<file path="src/rtl/sync_fifo_param.sv">
// ----------------------------------------------------------------------------
// sync_fifo_param
//   Parametrised single-clock FIFO with occupancy count, programmable
//   almost-full / almost-empty thresholds and a choice of standard
//   (registered, one-cycle read latency) or first-word-fall-through read.
//
// Parameters
//   DATA_WIDTH    : width of data_in / data_out (>= 1)
//   DEPTH         : number of entries (>= 2, need not be a power of two)
//   AFULL_THRESH  : almostfull  when count >= AFULL_THRESH  (1 .. DEPTH)
//   AEMPTY_THRESH : almostempty when count <= AEMPTY_THRESH (0 .. DEPTH-1)
//   FWFT          : 0 = standard read, 1 = first-word-fall-through
//
// Ports
//   clk         : clock, rising edge
//   rst         : synchronous reset, active-high
//   wr_en       : write request
//   data_in     : write data
//   rd_en       : read request (FWFT: pop the head word)
//   data_out    : read data
//   full        : count == DEPTH
//   empty       : count == 0
//   almostfull  : count >= AFULL_THRESH
//   almostempty : count <= AEMPTY_THRESH
//   count       : current occupancy
//   wr_ack      : previous-cycle write was accepted
//   overflow    : previous-cycle write was rejected
//   underflow   : previous-cycle read was rejected
// ----------------------------------------------------------------------------
module sync_fifo_param #(
    parameter int DATA_WIDTH    = 16,
    parameter int DEPTH         = 8,
    parameter int AFULL_THRESH  = DEPTH - 1,
    parameter int AEMPTY_THRESH = 1,
    parameter int FWFT          = 0
) (
    input  logic                       clk,
    input  logic                       rst,
    input  logic                       wr_en,
    input  logic [DATA_WIDTH-1:0]      data_in,
    input  logic                       rd_en,
    output logic [DATA_WIDTH-1:0]      data_out,
    output logic                       full,
    output logic                       empty,
    output logic                       almostfull,
    output logic                       almostempty,
    output logic [$clog2(DEPTH+1)-1:0] count,
    output logic                       wr_ack,
    output logic                       overflow,
    output logic                       underflow
);

    localparam int CNT_W = $clog2(DEPTH + 1);
    localparam int PTR_W = (DEPTH > 1) ? $clog2(DEPTH) : 1;

    localparam logic [CNT_W-1:0] CNT_ONE   = CNT_W'(1);
    localparam logic [CNT_W-1:0] CNT_DEPTH = CNT_W'(DEPTH);
    localparam logic [CNT_W-1:0] CNT_AF    = CNT_W'(AFULL_THRESH);
    localparam logic [CNT_W-1:0] CNT_AE    = CNT_W'(AEMPTY_THRESH);
    localparam logic [PTR_W-1:0] PTR_ONE   = PTR_W'(1);
    localparam logic [PTR_W-1:0] PTR_LAST  = PTR_W'(DEPTH - 1);

    // Reject unusable configurations while elaborating.
    if (DEPTH < 2) begin : g_bad_depth
        $error("sync_fifo_param: DEPTH must be >= 2");
    end
    if (AFULL_THRESH < 1 || AFULL_THRESH > DEPTH) begin : g_bad_afull
        $error("sync_fifo_param: AFULL_THRESH must be in 1..DEPTH");
    end
    if (AEMPTY_THRESH < 0 || AEMPTY_THRESH > DEPTH - 1) begin : g_bad_aempty
        $error("sync_fifo_param: AEMPTY_THRESH must be in 0..DEPTH-1");
    end

    logic [DATA_WIDTH-1:0] mem [DEPTH];

    logic [PTR_W-1:0]      wr_ptr_q,    wr_ptr_d;
    logic [PTR_W-1:0]      rd_ptr_q,    rd_ptr_d;
    logic [CNT_W-1:0]      count_q,     count_d;
    logic [DATA_WIDTH-1:0] data_out_q,  data_out_d;
    logic                  wr_ack_q,    wr_ack_d;
    logic                  overflow_q,  overflow_d;
    logic                  underflow_q, underflow_d;
    logic                  rd_acc;
    logic                  wr_acc;

    // Flags are pure decodes of the registered count.
    assign full        = (count_q == CNT_DEPTH);
    assign empty       = (count_q == '0);
    assign almostfull  = (count_q >= CNT_AF);
    assign almostempty = (count_q <= CNT_AE);
    assign count       = count_q;
    assign wr_ack      = wr_ack_q;
    assign overflow    = overflow_q;
    assign underflow   = underflow_q;

    // FWFT presents the head word directly; standard mode shows the last
    // word popped and holds it.
    assign data_out = (FWFT != 0) ? (empty ? '0 : mem[rd_ptr_q]) : data_out_q;

    always_comb begin
        // NOTE: every variable gets a default first so no path leaves it
        // unassigned, which would otherwise infer a latch.
        rd_acc      = rd_en && !empty;
        // A full FIFO still takes a write when a read frees a slot this cycle.
        wr_acc      = wr_en && (!full || rd_acc);
        wr_ptr_d    = wr_ptr_q;
        rd_ptr_d    = rd_ptr_q;
        count_d     = count_q;
        data_out_d  = data_out_q;
        wr_ack_d    = wr_acc;
        overflow_d  = wr_en && !wr_acc;
        underflow_d = rd_en && !rd_acc;

        // Explicit wrap keeps non-power-of-two depths correct.
        if (wr_acc) begin
            wr_ptr_d = (wr_ptr_q == PTR_LAST) ? '0 : wr_ptr_q + PTR_ONE;
        end
        if (rd_acc) begin
            rd_ptr_d   = (rd_ptr_q == PTR_LAST) ? '0 : rd_ptr_q + PTR_ONE;
            data_out_d = mem[rd_ptr_q];
        end

        if (wr_acc && !rd_acc) begin
            count_d = count_q + CNT_ONE;
        end else if (rd_acc && !wr_acc) begin
            count_d = count_q - CNT_ONE;
        end
    end

    // NOTE: sequential state uses non-blocking assignments so every flop
    // samples the pre-edge values, independent of statement order.
    always_ff @(posedge clk) begin
        if (rst) begin
            wr_ptr_q    <= '0;
            rd_ptr_q    <= '0;
            count_q     <= '0;
            data_out_q  <= '0;
            wr_ack_q    <= 1'b0;
            overflow_q  <= 1'b0;
            underflow_q <= 1'b0;
        end else begin
            wr_ptr_q    <= wr_ptr_d;
            rd_ptr_q    <= rd_ptr_d;
            count_q     <= count_d;
            data_out_q  <= data_out_d;
            wr_ack_q    <= wr_ack_d;
            overflow_q  <= overflow_d;
            underflow_q <= underflow_d;
        end
    end

    // NOTE: the storage array is deliberately not reset; the pointers and
    // count make stale contents unreachable, and leaving it out lets the
    // array map onto plain RAM.
    always_ff @(posedge clk) begin
        if (wr_acc && !rst) begin
            mem[wr_ptr_q] <= data_in;
        end
    end

endmodule
</file>
<file path="config.mk">
export PLATFORM = sky130hd
export DESIGN_NAME = sync_fifo_param
export DESIGN_NICKNAME = d
export VERILOG_FILES = /design/src/rtl/sync_fifo_param.sv
export SDC_FILE = /design/constraint.sdc
export NUM_CORES = 1
export LEC_CHECK = 0
export BUFFER_PORTS_ARGS = -buffer_cell sky130_fd_sc_hd__buf_4
export CORE_AREA = 2 2 131 95
export DETAILED_ROUTE_END_ITERATION = 8
export DIE_AREA = 0 0 133 97
export PLACE_DENSITY = 0.74
export SLEW_MARGIN = 20
export SYNTH_ARGS = -nofsm -noshare
export SYNTH_HDL_FRONTEND = slang
export SYNTH_SLANG_ARGS = --single-unit
</file>
<file path="constraint.sdc">
create_clock -name clk -period 2.5 [get_ports clk]
set_input_delay 0.125 -clock clk [delete_from_list [all_inputs] [get_ports clk]]
set_output_delay 0.125 -clock clk [all_outputs]
set_load 0.02 [all_outputs]
</file>
Word-level counts from Yosys, hierarchy flattened
Memory sizes are Yosys's and may differ from the RTL's. A register that Yosys moved wholly into a read port is not among the register bits.
Index checks and enable logic that the tools add are counted.
Widths: inputs -> output; s select.
{ "classes": {"addsub": 4, "magnitude_cmp": 2, "n_eq_ne": 3, "muxes": 6, "n_reduce_logical": 15} }
{ "ops": {"columns": ["cell", "n"], "rows": [
  ["$mux 4", 2],
  ["$logic_and 1x1->1", 7],
  ["$add 3x1->3 const B", 2],
  ["$eq 3x3->1 const B", 2],
  ["$mux 3", 2],
  ["$logic_not 1->1", 5],
  ["$add 4x1->4 const B", 1],
  ["$eq 4x4->1 const B", 1],
  ["$ge 4x3->1 const B", 1],
  ["$le 4x1->1 const B", 1],
  ["$logic_not 4->1", 1],
  ["$sub 4x1->4 const B", 1],
  ["$mux 1", 2],
  ["$reduce_bool 2->1", 1],
  ["$logic_or 1x1->1", 1]
]} }
{ "totals": {"reg_bits": 13, "ram_bits": 128, "input_bits": 20, "output_inout_bits": 27, "word_cells": 37, "mem_count": 1} }
{ "memory_table": {"columns": ["name", "words", "width", "read_ports", "rd_clocked_by_memory_dff", "write_ports", "line", "rtl"], "rows": [
  ["mem", 8, 16, 1, 1, 1, "74", "logic [DATA_WIDTH-1:0] mem [DEPTH];"]
]} }

Logic depth before layout (Yosys ltp)
Gate-level depths: netlist (run 1).
{ "depth": {"depth_word": 9, "ltp_mapped": 10, "depth_no_buf": 9} }

Worst setup path after synthesis (run 1)
OpenSTA, ideal clock, no wires.
{ "synth_timing": {"path_kind": "reg2reg", "from": "reg count_q[0] (netlist: count[0])", "to": "mem mem[1][0], enable pin", "setup_ns": 0.409, "t_arrival_ns": 2.506, "required_time_ns": 2.091, "path_slack_ns": -0.415, "path_stages_with_launch": 8, "path_buffers": 1, "period_less_slack_ns": 2.915, "path_cell_list": "dfxtp_1 inv_1 ha_1 nand3b_1 o21a_1 buf_2 nand3b_1 nor3_1"} }
{ "synth_via": {"elab_chain_len": 8, "elab_cells_between_ends": 10, "classes_between": "eq/ne (1); mux (2); reduce/logical (7)"} }
{ "synth_lines": {"columns": ["element", "line", "rtl"], "rows": [
  ["start, declared", "78", "logic [CNT_W-1:0] count_q, count_d;"],
  ["start signal, assigned", "144", "count_q <= count_d;"],
  ["$logic_not 4->1", "88", "assign empty = (count_q == '0);"],
  ["$logic_not 1->1", "103", "rd_acc = rd_en && !empty;"],
  ["$logic_and 1x1->1", "103", null],
  ["$logic_or 1x1->1 (*)", "105", "wr_acc = wr_en && (!full || rd_acc);"],
  ["$logic_and 1x1->1 (*)", "105", null],
  ["$logic_and 1x1->1 (*)", "156", "if (wr_acc && !rst) begin"],
  ["$mux 1 (*)", "156", null],
  ["$mux 1 (implied by the code) (*)", "157", "mem[wr_ptr_q] <= data_in;"],
  ["end, declared", "74", null]
]} }
Mark *: on every way between the ends. The rest lies on a longest branch, timed or not.

Final worst setup path (run 1)
{ "layout_timing": {"from": "reg count_q[0] (netlist: count[0])", "to": "reg data_out_q[12] (netlist: data_out[12]) (read register of mem)"} }
{ "layout_via": {"elab_chain_len": 3} }
{ "layout_lines": {"columns": ["element", "line", "rtl"], "rows": [
  ["$logic_not 4->1", "88", null],
  ["$logic_not 1->1", "103", null],
  ["$logic_and 1x1->1", "103", null],
  ["end, declared", "79", "logic [DATA_WIDTH-1:0] data_out_q, data_out_d;"]
]} }
Every way passes these cells.
A chain may end at the register's enable or synchronous reset.

==> results.md, run 1 <==
* Outcome: completed
* Final TNS setup at 0 ps
* Port buffer count at 46
* DR vias/cell at 5.58
* Mapped Area at 6080 µm²
* Syn_nets at 393
* Worst EP required at 2850 ps
* CTS buffer count at 17
* Slowest-stage cell, CP: nor2_2
* Max FO, Critical Path at 16
* Metal3 WL at 659 µm
* Internal cell power at 5.33 mW
* Total track usage at 0.195
* Fin crit period at 2270 ps
* Comb power frac at 0.223
* Die area at 12,900 µm²
* Cell Count, Final, Fillers Out at 614
* Fin. Hold Viols at 0
* Setup CP Type: flip-flop to flip-flop
* Met2 Routed Length at 5720 µm
* TritonRoute pass-1 iters at 5
* Gp weighted congestion at 0.775
* Delay-heaviest family, CP: simple AND/OR/NAND/NOR gates
* CTS H-tree lvls at 4
* Switching portion of total power at 0.279
* Clk root buf: clkbuf_16
* Std-Cell Rows at 33
* Crit path DAT at 2630 ps
* Largest net degree at the start of global routing at 32
* Commonest cells after routing, fill and taps aside: edfxtp_1, mux2i_1, buf_4
* Core area at 11,500 µm²
* Relative slew slack at 0.342
* Library cells used by synthesis at 34
* Maxcap violations at 0
* Max incr delay on CP at 760 ps
* Detail Placement HPWL at 6930 µm
* Clk sinks at 157
* Seq pwr share at 0.436
* Final setup viols at 0
* Worst Hold End: wr_ack
* Area delta synth->final at 22.0%
* Syn avg cell area at 16.6 µm²
* Via count at 3,429
* Post-DRT Antenna Nets at 0
* Max Fclk at 0.440 GHz
* Clock Latency Late Sink at 420 ps
* Worst IR Drop VDD at 0.582 mV
* Io pins at 47
* Clock skew at 4.28 ps
* Endpoint class of the critical path: flip-flop
* Final wirelength at 11,900 µm
* Area share of the largest cell type after synthesis at 0.632
* RSZ-0062 raised after global routing: false
* Slew Viols, Final at 0
* Initial Util at 0.528
* Number of global-route vias before repair at 3,347
* DR top layer: met4
* Clock power share at 0.341
* Yosys warnings at 0
* Initial antenna violation count at 0
* Layout cells sized above 1 at 0.212
* Reg clk slew, reported paths at 60 ps
* Placed Instances at 563
* Final #Nets at 472
* Antenna cell count at 0
* Synth Register Bits at 157
* Global-route wire length before repair at 18,500 µm
* CTS tree: yes
* Flop2flop setup slack at 230 ps
* Worst-path cell chain: inv_1 -> ha_1 -> or3b_1 -> buf_4 -> clkinv_2 -> nor2_2 -> a32o_1
* R2r worst-path depth at 7
* R2r endpoint: data_out[12]
* Final total power at 7.40 mW
* Worst min-delay path category: input pin to flip-flop
* Crit share post-route at 0.909
* Crit path launch type: flip-flop
* Routed len/inst at 19.4 µm
* Longest Clk Path Bufs at 2
* Most common cell after layout, fill and taps aside: edfxtp_1
* Initial DRC count at 262
* Net switching power at 2.06 mW
* Leakage dissipation at 2.58 nW
* Post-CTS Resized at 0
* Routed length on met1 at 5410 µm
* Hold Path Depth at 3
* PwrDens at 998 nW/µm²
* Grt ovf at 0
* Final Util at 0.643
* Slew @ Worst Pin at 986 ps
* DRC at 0
* Cell taking the most area after synthesis: edfxtp_1
* Die Y at 97 µm
* Die W at 133 µm
* Synth Instances at 365
* CP Buf/Inv Count at 3
* Top cells by area, synth: edfxtp_1, mux2i_1, dfxtp_1
* Post-synthesis sequential area ratio at 0.728
* Worst reg2reg startpoint: count[0]
* Hold path startpoint: wr_en
* Hold WS at 113 ps
==> area by class of cell <==
class	count	area (µm²)
clock buffer	19	433
clock inverter	13	148
fill	814	4110
inverter	4	16.3
multi-input combinational	183	1520
sequential	157	4430
tap	157	196
timing repair buffer	81	668
==> cells by family (layout without fill, tap and decap cells) <==
family,after synthesis,in the layout,synth area share
XOR/XNOR,3,3,0.00432
multiplexers,68,68,0.112
flip-flops,157,157,0.728
buffers and inverters,25,117,0.0231
AO/OA/AOI/OAI,59,59,0.0784
adder cells (fa/ha/maj),8,8,0.0165
AND/OR/NAND/NOR,45,45,0.0377
==> state kept, by name (all words and copies together) (netlist names) <==
name	flops
wr_ptr_q	3
overflow	1
mem	128
underflow	1
wr_ack	1
data_out	16
count	4
rd_ptr_q	3
==> cell usage after synthesis, drive strengths merged <==
master and instances:
edfxtp 128, mux2i 68, a22oi 32, dfxtp 29
nor2 18, a32o 16, buf 14, ha 8
a21oi 7, clkbuf 7, nand2 5, nand2b 5
nor3 4, inv 3, nor2b 3, nand3b 2
or3 2, xor2 2, a21o 1, and2 1
clkinv 1, nand3 1, nand4 1, nand4b 1
o21a 1, o21ai 1, o21ba 1, or3b 1
or4 1, xnor2 1
==> worst reg2reg max path, stage by stage (launching register included) <==
cell and delay [ps]:
dfxtp_1 440, inv_1 70, ha_1 230, or3b_1 190, buf_4 150, clkinv_2 60
nor2_2 760, a32o_1 300
==> metrics by stage <==
stage,setup WS (ps),area (µm²)
finish,227,7410
floorplan,5.74,6090
CTS,244,7410
global placement,318,6640
global route,52.1,7410
detailed placement,266,6640
==> power by group through the flow <==
stage	Clock [mW]	Combinational (mW)	Sequential, mW
2_1_floorplan	0	1.09	3.29
3_5_place_dp	0	1.62	3.28
5_1_grt	2.67	1.77	3.25
4_1_cts	2.56	1.65	3.22
6_report	2.52	1.65	3.22
3_3_place_gp	0	1.59	3.26
==> timing repair <==
item	in CTS	in global routing
hold endpoints to repair	139	0
setup buffers	0	0
hold buffers	19	0
==> how the worst max path moves through the flow <==
stage	start	endpoint	slack [ps]	cells after the start
after global routing	count[0]	count[3]	50	9
after CTS	count[0]	count[3]	240	9
after global placement	count[0]	count[3]	320	9
final	count[0]	data_out[12]	230	7
after detailed placement	count[0]	count[3]	270	9
after floorplan	count[0]	mem[7][0]	6	7
==> routing by layer <==
metal	vias to the layer above	global-route usage
met1	1730	0.272
met5	-	0
met2	86	0.301
met4	0	0.0860
li1	1600	-
met3	13	0.0356
Note: power is estimated with default switching activity, not from simulation.
==> run 2: changes to the inputs <==
Settings changed: CORE_AREA 2 2 131 95 to 2 2 142 103, DIE_AREA 0 0 133 97 to 0 0 144 105, PLACE_DENSITY 0.74 to not set.
==> results.md, run 2 (synthesis results as in run 1) <==
* Outcome: completed
* Setup CP Type: flip-flop to flip-flop
* Dpl cell area at 6720 µm²
* Grt ovf at 0
* Final setup viols at 0
* Fin crit period at 2260 ps
* Slew @ Worst Pin at 845 ps
* Clock skew at 8.87 ps
* Post-CTS Resized at 0
* Final TNS setup at 0 ps
* Number of global-route vias before repair at 3,325
* Layout cells sized above 1 at 0.216
* RSZ-0062 raised after global routing: false
* Max reg flops at 128
* Worst min-delay path category: input pin to flip-flop
* Hold buffers post-CTS at 19
* Routed len/inst at 18.3 µm
* Initial DRC count at 194
* Gp weighted congestion at 0.772
* Crit path DAT at 2560 ps
* Die Y at 105 µm
* Most common cell after layout, fill and taps aside: edfxtp_1
* Clk sinks at 157
* Commonest cells after routing, fill and taps aside: edfxtp_1, mux2i_1, buf_4
* Die W at 144 µm
* Reg clk slew, reported paths at 60 ps
* Final Util at 0.553
* Std-Cell Rows at 36
* Maxcap violations at 0
* Setup bufs post-CTS at 0
* CTS H-tree lvls at 4
* DR vias/cell at 5.25
* Final wirelength at 11,900 µm
* Hold WS at 125 ps
* Io pins at 47
* Antenna cell count at 0
* Max Fclk at 0.443 GHz
* Crit share post-route at 0.903
* Endpoint class of the critical path: flip-flop
* Clk root buf: clkbuf_16
* Fin. Hold Viols at 0
* Leakage dissipation at 2.62 nW
* Setup ws final at 242 ps
* Initial Util at 0.445
* Global-route wire length before repair at 18,600 µm
* Final #Nets at 477
* Worst EP required at 2800 ps
* Area delta synth->final at 24.1%
* Place WS at 248 ps
* Initial antenna violation count at 0
* Relative slew slack at 0.436
* Port buffer count at 46
* Largest net degree at the start of global routing at 29
* Fin area at 7540 µm²
* CTS buffer count at 17
* Post-DRT Antenna Nets at 0
* Crit path launch type: flip-flop
* PwrDens at 1010 nW/µm²
* Die area at 15,100 µm²
* Worst IR Drop VDD at 0.543 mV
* CTS tree: yes
* DRC at 0
* Slew Viols, Final at 0
* Total track usage at 0.169
* Via count at 3,423
* Longest Clk Path Bufs at 2
* Largest Register: mem
* TritonRoute pass-1 iters at 4
* Clock Latency Late Sink at 410 ps
* Max FO, Critical Path at 7
* Core area at 13,600 µm²
* Detail Placement HPWL at 7330 µm
==> run 2: cell count changes in the layout (fill, tap and decap cells not counted) <==
cell,change
clkinv_1,+1
clkinvlp_4,+1
clkinv_2,-5
buf_4,+5
clkbuf_1,+1
bufinv_16,+2
==> run 2: critical path, cell delays in order, from the launching register on <==
cell      delay (ps)
dfxtp_1          370
inv_1             80
ha_1             200
nand3b_1         150
o21a_1           290
ha_1             270
or4_1            410
a21oi_1          190
xnor2_1          140
nor2_1            50
==> run 2: power by group <==
part | internal (mW) | total (mW) | switching [mW] | leakage [nW]
registers | 3.00 | 3.20 | 0.199 | 1.39
logic | 0.777 | 1.65 | 0.874 | 0.931
clock network | 1.77 | 2.74 | 0.970 | 0.297
==> run 2: area by class of cell <==
| class | count | area, µm² |
|---|---|---|
| fill | 1104 | 6110 |
| sequential | 157 | 4430 |
| multi-input combinational | 183 | 1520 |
| timing repair buffer | 86 | 706 |
| clock buffer | 20 | 437 |
| tap | 190 | 238 |
| clock inverter | 12 | 194 |
| inverter | 4 | 16.3 |
==> run 2: routing by layer <==
layer,part of all wire,vias up,track usage
met1,0.46,1744,0.234
li1,-,1601,-
met3,0.046,11,0.0449
met2,0.48,67,0.265
met5,0,-,0
met4,0.0084,0,0.0462
==> run 2: per-stage QoR <==
stage	cells	power [mW]
6_report	652	7.59
5_1_grt	652	7.91
3_5_place_dp	601	4.91
4_1_cts	652	7.67
3_3_place_gp	601	4.89
2_1_floorplan	365	4.38
==> run 2: path summary, 6_finish.rpt <==
path	slack (ps)	to	startpoint	cells past startpoint
worst max-delay path	240	count[3]	count[0]	9
worst max register to register	240	count[3]	count[0]	9
worst min-delay path	130	wr_ack	wr_en	3
worst min register to register	470	data_out[11]	data_out[11]	1
